`config.mk`:
```
export PLATFORM = sky130hd
export DESIGN_NAME = truth_table_scanner_flat
export DESIGN_NICKNAME = d
export VERILOG_FILES = /design/src/rtl/truth_table_scanner_pkg.sv /design/src/rtl/truth_table_scanner_if.sv /design/src/rtl/truth_table_scanner_settle_timer.sv /design/src/rtl/truth_table_scanner.sv /design/src/flat_wrapper.sv
export SDC_FILE = /design/constraint.sdc
export NUM_CORES = 1
export LEC_CHECK = 0
export CORE_UTILIZATION = 52
export CTS_CLUSTER_SIZE = 16
export DETAILED_ROUTE_END_ITERATION = 10
export GPL_ROUTABILITY_DRIVEN = 0
export PLACE_DENSITY = 0.95
export SETUP_SLACK_MARGIN = 0.4
export SYNTH_ARGS = -nofsm -noshare
export SYNTH_HDL_FRONTEND = slang
export SYNTH_SLANG_ARGS = --single-unit
export TNS_END_PERCENT = 1
```
`constraint.sdc`:
```
create_clock -name clk -period 3.9 [get_ports clk]
set_input_delay 0.78 -clock clk [delete_from_list [all_inputs] [get_ports clk]]
set_output_delay 0.78 -clock clk [all_outputs]
set_load 0.02 [all_outputs]
```
`src/rtl/truth_table_scanner_pkg.sv`:
```
// rtl/truth_table_scanner_pkg.sv - shared types and sizing for the truth table scanner
package truth_table_pkg;

  typedef enum logic [2:0] {
    ST_IDLE,
    ST_DRIVE,
    ST_SETTLE,
    ST_SAMPLE,
    ST_DONE
  } state_t;

  localparam int SETTLE_MAX = 15;
  localparam int CNT_W      = $clog2(SETTLE_MAX + 1);

  function automatic int row_count(input int n_in);
    return 1 << n_in;
  endfunction

endpackage

```
`src/rtl/truth_table_scanner_if.sv`:
```
// rtl/truth_table_scanner_if.sv - scanner control, stimulus and result bundle
interface truth_table_scanner_if
  import truth_table_pkg::*;
#(
  parameter int N_IN = 4
);
  localparam int ROWS = row_count(N_IN);

  logic            start;
  logic            abort;
  logic            resp;
  logic [ROWS-1:0] expected;
  logic [N_IN-1:0] stim;
  logic [ROWS-1:0] table_out;
  logic            busy;
  logic            done;
  logic            match;

  modport master (
    output start, abort, resp, expected,
    input  stim, table_out, busy, done, match
  );

  modport slave (
    input  start, abort, resp, expected,
    output stim, table_out, busy, done, match
  );

endinterface

```
`src/rtl/truth_table_scanner_settle_timer.sv`:
```
// rtl/truth_table_scanner_settle_timer.sv - loadable settle down-counter
module settle_timer
  import truth_table_pkg::*;
(
  input  logic             clk,
  input  logic             rst,
  input  logic             load,
  input  logic [CNT_W-1:0] value,
  output logic             expired
);

  logic [CNT_W-1:0] cnt_q, cnt_d;

  always_comb begin
    cnt_d = cnt_q;
    if (load) begin
      cnt_d = value;
    end else if (cnt_q != '0) begin
      cnt_d = cnt_q - CNT_W'(1);
    end
  end

  always_ff @(posedge clk) begin
    if (rst) begin
      cnt_q <= '0;
    end else begin
      cnt_q <= cnt_d;
    end
  end

  // Fires on the last settle cycle so the FSM enters SAMPLE on the next edge.
  assign expired = (cnt_q == CNT_W'(1));

endmodule

```
`src/rtl/truth_table_scanner.sv`:
```
// rtl/truth_table_scanner.sv - exhaustive truth table scan of a small combinational DUT
module truth_table_scanner
  import truth_table_pkg::*;
#(
  parameter int N_IN       = 4,
  parameter int SETTLE_CYC = 1
) (
  input logic                  clk,
  input logic                  rst,
  truth_table_scanner_if.slave bus
);

  localparam int              ROWS     = row_count(N_IN);
  localparam logic [N_IN-1:0] LAST_ROW = N_IN'(ROWS - 1);

  state_t          state_q, state_d;
  logic [N_IN-1:0] idx_q, idx_d;
  logic [ROWS-1:0] table_q, table_d;
  logic            busy_q, busy_d;
  logic            done_q, done_d;
  logic            match_q, match_d;
  logic            timer_load;
  logic            timer_expired;

  settle_timer u_settle_timer (
    .clk     (clk),
    .rst     (rst),
    .load    (timer_load),
    .value   (CNT_W'(SETTLE_CYC)),
    .expired (timer_expired)
  );

  always_comb begin
    state_d    = state_q;
    idx_d      = idx_q;
    table_d    = table_q;
    done_d     = 1'b0;
    match_d    = match_q;
    timer_load = 1'b0;

    case (state_q)
      ST_IDLE: begin
        if (bus.start && !bus.abort) begin
          state_d = ST_DRIVE;
          idx_d   = '0;
          table_d = '0;
          match_d = 1'b0;
        end
      end
      ST_DRIVE: begin
        timer_load = 1'b1;
        state_d    = (SETTLE_CYC == 0) ? ST_SAMPLE : ST_SETTLE;
      end
      ST_SETTLE: begin
        if (timer_expired) begin
          state_d = ST_SAMPLE;
        end
      end
      ST_SAMPLE: begin
        table_d[idx_q] = bus.resp;
        if (idx_q == LAST_ROW) begin
          state_d = ST_DONE;
        end else begin
          idx_d   = idx_q + N_IN'(1);
          state_d = ST_DRIVE;
        end
      end
      ST_DONE: begin
        state_d = ST_IDLE;
        done_d  = 1'b1;
        match_d = (table_q == bus.expected);
      end
      default: begin
        state_d = ST_IDLE;
      end
    endcase

    // Abort keeps the partial column so software can inspect how far the scan got.
    if (bus.abort && (state_q != ST_IDLE)) begin
      state_d    = ST_IDLE;
      idx_d      = '0;
      table_d    = table_q;
      done_d     = 1'b0;
      match_d    = 1'b0;
      timer_load = 1'b0;
    end

    busy_d = (state_d != ST_IDLE);
  end

  always_ff @(posedge clk) begin
    if (rst) begin
      state_q <= ST_IDLE;
      idx_q   <= '0;
      table_q <= '0;
      busy_q  <= 1'b0;
      done_q  <= 1'b0;
      match_q <= 1'b0;
    end else begin
      state_q <= state_d;
      idx_q   <= idx_d;
      table_q <= table_d;
      busy_q  <= busy_d;
      done_q  <= done_d;
      match_q <= match_d;
    end
  end

  assign bus.stim      = idx_q;
  assign bus.table_out = table_q;
  assign bus.busy      = busy_q;
  assign bus.done      = done_q;
  assign bus.match     = match_q;

endmodule

```
`src/flat_wrapper.sv`:
```
// flat-port wrapper written by rule: the top's interface ports become plain ports
module truth_table_scanner_flat import truth_table_pkg::*;
#(
  parameter int N_IN       = 4,
  parameter int SETTLE_CYC = 1
)
  (clk, rst, bus_start, bus_abort, bus_resp, bus_expected, bus_stim, bus_table_out, bus_busy, bus_done, bus_match);
  truth_table_scanner_if #(.N_IN(N_IN)) bus_i ();
  input logic clk;
  input logic rst;
  input wire logic [$bits(bus_i.start)-1:0] bus_start;
  input wire logic [$bits(bus_i.abort)-1:0] bus_abort;
  input wire logic [$bits(bus_i.resp)-1:0] bus_resp;
  input wire logic [$bits(bus_i.expected)-1:0] bus_expected;
  output wire logic [$bits(bus_i.stim)-1:0] bus_stim;
  output wire logic [$bits(bus_i.table_out)-1:0] bus_table_out;
  output wire logic [$bits(bus_i.busy)-1:0] bus_busy;
  output wire logic [$bits(bus_i.done)-1:0] bus_done;
  output wire logic [$bits(bus_i.match)-1:0] bus_match;
  assign bus_i.start = bus_start;
  assign bus_i.abort = bus_abort;
  assign bus_i.resp = bus_resp;
  assign bus_i.expected = bus_expected;
  assign bus_stim = bus_i.stim;
  assign bus_table_out = bus_i.table_out;
  assign bus_busy = bus_i.busy;
  assign bus_done = bus_i.done;
  assign bus_match = bus_i.match;
  truth_table_scanner #(.N_IN(N_IN), .SETTLE_CYC(SETTLE_CYC)) u_core (.clk(clk), .rst(rst), .bus(bus_i));
endmodule
```
==> results by group <==
Placement
  – Post-place setup slack: 1270 ps
  – Instance count after placement with tap cells included: 274
  – HPWL after detailed placement: 2.76 mm
  – Port Buf Inserts: 43

Cells and area
  – Post-layout util: 0.694
  – Fin nets: 265
  – Number of standard cells in the final layout excluding fillers: 281
  – Number of fill cells in the layout: 257
  – Share of cells above drive strength 1: 0.0380
  – Area overhead of the layout relative to synthesis: 26.7%
  – Antenna fix cells: 0

Clock network
  – CTS root buf: sky130_fd_sc_hd__clkbuf_4
  – # clock sinks: 30
  – TritonCTS clock tree: yes
  – Total clock buffers created by CTS: 5
  – Clk pin slew, worst setup/hold paths: 90 ps
  – Hold bufs inserted after CTS: 0
  – Clk Latency, worst-skew pair: 340 ps
  – Post-cts sizing count: 0
  – Post-CTS Repair Setup Buffers: 0
  – Number of buffers between clock root and the deepest sink: 2
  – Total number of H-tree levels: 2

Run status
  – Result of the run: finished clean

Route
  – Via Count: 1646
  – DR pass1 iterations: 4
  – # DRC: 0
  – Routed len/inst: 13.8 um
  – Detailed-route wire length: 3.89 mm
  – Detail Route Antenna Nets: 0
  – Number of DRC markers after the initial detailed-route iteration: 40
  – Per-cell via count in the routed design: 5.86

Critical path
  – Crit. Startpoint: bus_abort
  – Setup slack on the worst flop-to-flop path: 1950 ps
  – Cell depth of the worst flop-to-flop path: 5
  – Startpoint type of the worst setup path: input pin
  – Critical path peak fanout: 16
  – Destination of the worst register-to-register timing path: u_core.bus.busy$_SDFF_PP0_
  – WS Path Type: input pin to flip-flop
  – Launching point of the worst reg2reg path: u_core.bus.stim[1]$_SDFFE_PP0P_
  – Crit. End Element: flip-flop
  – Crit path arrival time: 2570 ps
  – Required time reported for the critical path endpoint: 4140 ps

Global route
  – Overflow left after global routing: 0
  – GRT met1 Usage: 0.309
  – GRT Total Usage: 0.255
  – Most used routing layer: met2
  – Met2 global-route usage: 0.415
  – Initial antenna violation count: 0
  – Global-route wire length before repair: 6.49 mm
  – Met3 track utilization from global routing: 0.0747
  – Vias in the first global route: 1437
  – Pin count of the biggest net entering global routing: 24

Hold path
  – HP Class: flip-flop to flip-flop
  – Worst hold path stage count: 2
  – Endpoint, Worst Hold: u_core.bus.match$_SDFFE_PP0P_
  – Hold path startpoint: u_core.bus.match$_SDFFE_PP0P_

Timing
  – Final worst path period need: 2320 ps
  – Slew at the pin closest to its max-slew limit: 959 ps
  – Final Cycle Share: 0.596
  – Highest clock frequency the design can meet: 431 MHz
  – Final sum of negative setup slack: 0 ps
  – Final critical-path setup slack: 1580 ps
  – Hold Fails Final Rpt: 0
  – RSZ-0062 raised after global routing: no
  – Number of max-slew violations in the final report: 0
  – Post-route clock skew: 9.25 ps
  – Finish-stage setup viols: 0
  – Slew HR: 0.356

Synth
  – Syn_nets: 231
  – Syn. warnings: 0
  – Most area-hungry cell type in the Yosys netlist: sky130_fd_sc_hd__dfxtp_1
  – Synthesized cell area: 0.00167 sq mm
  – Synthesis-stage register bit count: 30
  – Per-instance average area after synthesis: 8.23 sq um
  – Fraction of synthesized cell area taken by the top area cell type: 0.359
  – Top post-synthesis cells by area: sky130_fd_sc_hd__dfxtp_1, sky130_fd_sc_hd__a21oi_1, sky130_fd_sc_hd__xor2_1
  – Share of the yosys chip area belonging to registers: 0.359
  – Cell variety after synth: 37
  – Cells after synthesis: 203

Power
  – Overall power after layout: 0.000673 W
  – Power density over the cells: 318 mW/mm^2
  – Net switching power figure: 0.000201 W
  – Combinational share of power: 0.230
  – Leakage Power: 0.755 nW
  – Maximum resistive drop on vdd: 0.302 mV
  – Cell-internal power: 0.000472 W
  – Fraction of power consumed by the clock network: 0.256
  – Switching portion of total power: 0.299
  – Share of total power in sequential cells: 0.514

Floorplanning
  – I/O pin count: 44
  – Die H: 58.7 um
  – Core footprint: 0.00305 sq mm
  – Starting Density: 0.548
  – Horizontal die dimension: 58.7 um
  – Total Die Area: 0.00345 sq mm
  – Std-Cell Rows: 20

Flow run
  – Number of maximum-capacitance constraint violations: 0
[synthesized netlist by cell type]
cell and instances:
sky130_fd_sc_hd__inv_1 4, sky130_fd_sc_hd__clkbuf_1 5, sky130_fd_sc_hd__nand3b_1 2, sky130_fd_sc_hd__a211oi_1 1, sky130_fd_sc_hd__nand2_1 10, sky130_fd_sc_hd__nor4_1 4
sky130_fd_sc_hd__xnor2_1 6, sky130_fd_sc_hd__or3_1 3, sky130_fd_sc_hd__a2111oi_2 1, sky130_fd_sc_hd__buf_1 2, sky130_fd_sc_hd__nand3b_2 1, sky130_fd_sc_hd__nor4b_4 1
sky130_fd_sc_hd__nor3_1 3, sky130_fd_sc_hd__nand3_1 15, sky130_fd_sc_hd__or4_1 2, sky130_fd_sc_hd__o22ai_1 1, sky130_fd_sc_hd__a21o_1 1, sky130_fd_sc_hd__and2_1 2
sky130_fd_sc_hd__nor3b_1 1, sky130_fd_sc_hd__o21ai_1 2, sky130_fd_sc_hd__buf_6 2, sky130_fd_sc_hd__buf_2 3, sky130_fd_sc_hd__nor2_1 7, sky130_fd_sc_hd__dfxtp_1 30
sky130_fd_sc_hd__nor2b_1 3, sky130_fd_sc_hd__and3_1 2, sky130_fd_sc_hd__ha_1 7, sky130_fd_sc_hd__o21ai_0 15, sky130_fd_sc_hd__clkbuf_2 4, sky130_fd_sc_hd__nand4_1 1
sky130_fd_sc_hd__nor4bb_1 1, sky130_fd_sc_hd__o22ai_2 1, sky130_fd_sc_hd__xor2_1 12, sky130_fd_sc_hd__a32oi_1 3, sky130_fd_sc_hd__o31ai_1 2, sky130_fd_sc_hd__nand2b_1 5
sky130_fd_sc_hd__a21oi_1 38
[power groups by stage]
| stage | Clock, W | Combinational, W | Sequential (W) |
|---|---|---|---|
| after floorplan | 0 | 0.000111 | 0.000347 |
| after global placement | 0 | 0.000145 | 0.000351 |
| after detailed placement | 0 | 0.000154 | 0.000352 |
| after CTS | 0.000174 | 0.000155 | 0.000345 |
| after global routing | 0.000187 | 0.000175 | 0.000350 |
| final | 0.000172 | 0.000155 | 0.000346 |
[sequential cells by signal, indices dropped and copies added (netlist names)]
signal and cells:
u_core.bus.match 1, u_core.bus.busy 1, u_core.bus.done 1, u_core.bus.stim 4
u_core.bus.table_out 16, u_core.state_q 3, u_core.u_settle_timer.cnt_q 4
[worst max path at each step]
stage | to | slack, ps | cells past startpoint
3_5_place_dp | u_core.bus.table_out[14]$_SDFFE_PP0P_ | 1270 | 5
2_1_floorplan | u_core.bus.busy$_SDFF_PP0_ | 2030 | 6
6_report | u_core.bus.table_out[14]$_SDFFE_PP0P_ | 1580 | 5
5_1_grt | u_core.bus.table_out[10]$_SDFFE_PP0P_ | 1450 | 5
4_1_cts | bus_stim[2] | 1600 | 1
3_3_place_gp | u_core.bus.table_out[14]$_SDFFE_PP0P_ | 1310 | 5
[area by class of cell]
type	count	area, sq um	area share
Timing Repair Buffer	43	430	0.203
Clock buffer	7	45.0	0.0213
Tap cell	44	55.1	0.0260
Multi-Input combinational cell	153	972	0.459
Sequential cell	30	601	0.284
Inverter	4	15.0	0.00709
[metal layers]
metal / wire length (um) / share of wire / vias to the layer above
met5: 0 / 0 / -
met4: 85 / 0.022 / 0
met3: 249 / 0.064 / 11
met2: 1830 / 0.47 / 65
met1: 1720 / 0.44 / 781
li1: - / - / 789
[layout by cell type, fill, tap and decap left out, types with 4 or more instances in the layout]
cell	netlist	routed
sky130_fd_sc_hd__a21oi_1	38	38
sky130_fd_sc_hd__ha_1	7	7
sky130_fd_sc_hd__nor4_1	4	4
sky130_fd_sc_hd__clkdlybuf4s50_1	0	43
sky130_fd_sc_hd__nor2_1	7	7
sky130_fd_sc_hd__xnor2_1	6	6
sky130_fd_sc_hd__o21ai_0	15	15
sky130_fd_sc_hd__clkbuf_4	0	5
sky130_fd_sc_hd__nand3_1	15	15
sky130_fd_sc_hd__nand2_1	10	10
sky130_fd_sc_hd__nand2b_1	5	5
sky130_fd_sc_hd__xor2_1	12	12
sky130_fd_sc_hd__inv_1	4	4
sky130_fd_sc_hd__dfxtp_1	30	30
[logic make-up (layout without fill, tap and decap cells)]
kind of cell | after synthesis | in the layout | share of synthesized area
and+or+nand+nor | 63 | 63 | 0.216
adders and majority gates | 7 | 7 | 0.0524
buffers and inverters | 20 | 54 | 0.0591
AOI/OAI and AO/OA | 65 | 65 | 0.219
DFF | 30 | 30 | 0.359
xor gates and xnor gates | 18 | 18 | 0.0943
[worst max-delay path, cell delays in order]
cell	delay, ps
sky130_fd_sc_hd__clkdlybuf4s50_1	550
sky130_fd_sc_hd__nor2_1	300
sky130_fd_sc_hd__and3_1	560
sky130_fd_sc_hd__a32oi_1	190
sky130_fd_sc_hd__a21oi_1	180
[through the flow]
stage          hold slack (ps)  cell area (sq um)
4_1_cts                    480               2120
5_1_grt                    506               2120
6_report                   473               2120
3_5_place_dp               469               2070
2_1_floorplan              465               1670
3_3_place_gp               456               2070
Note: power is estimated with default switching activity, not from simulation.
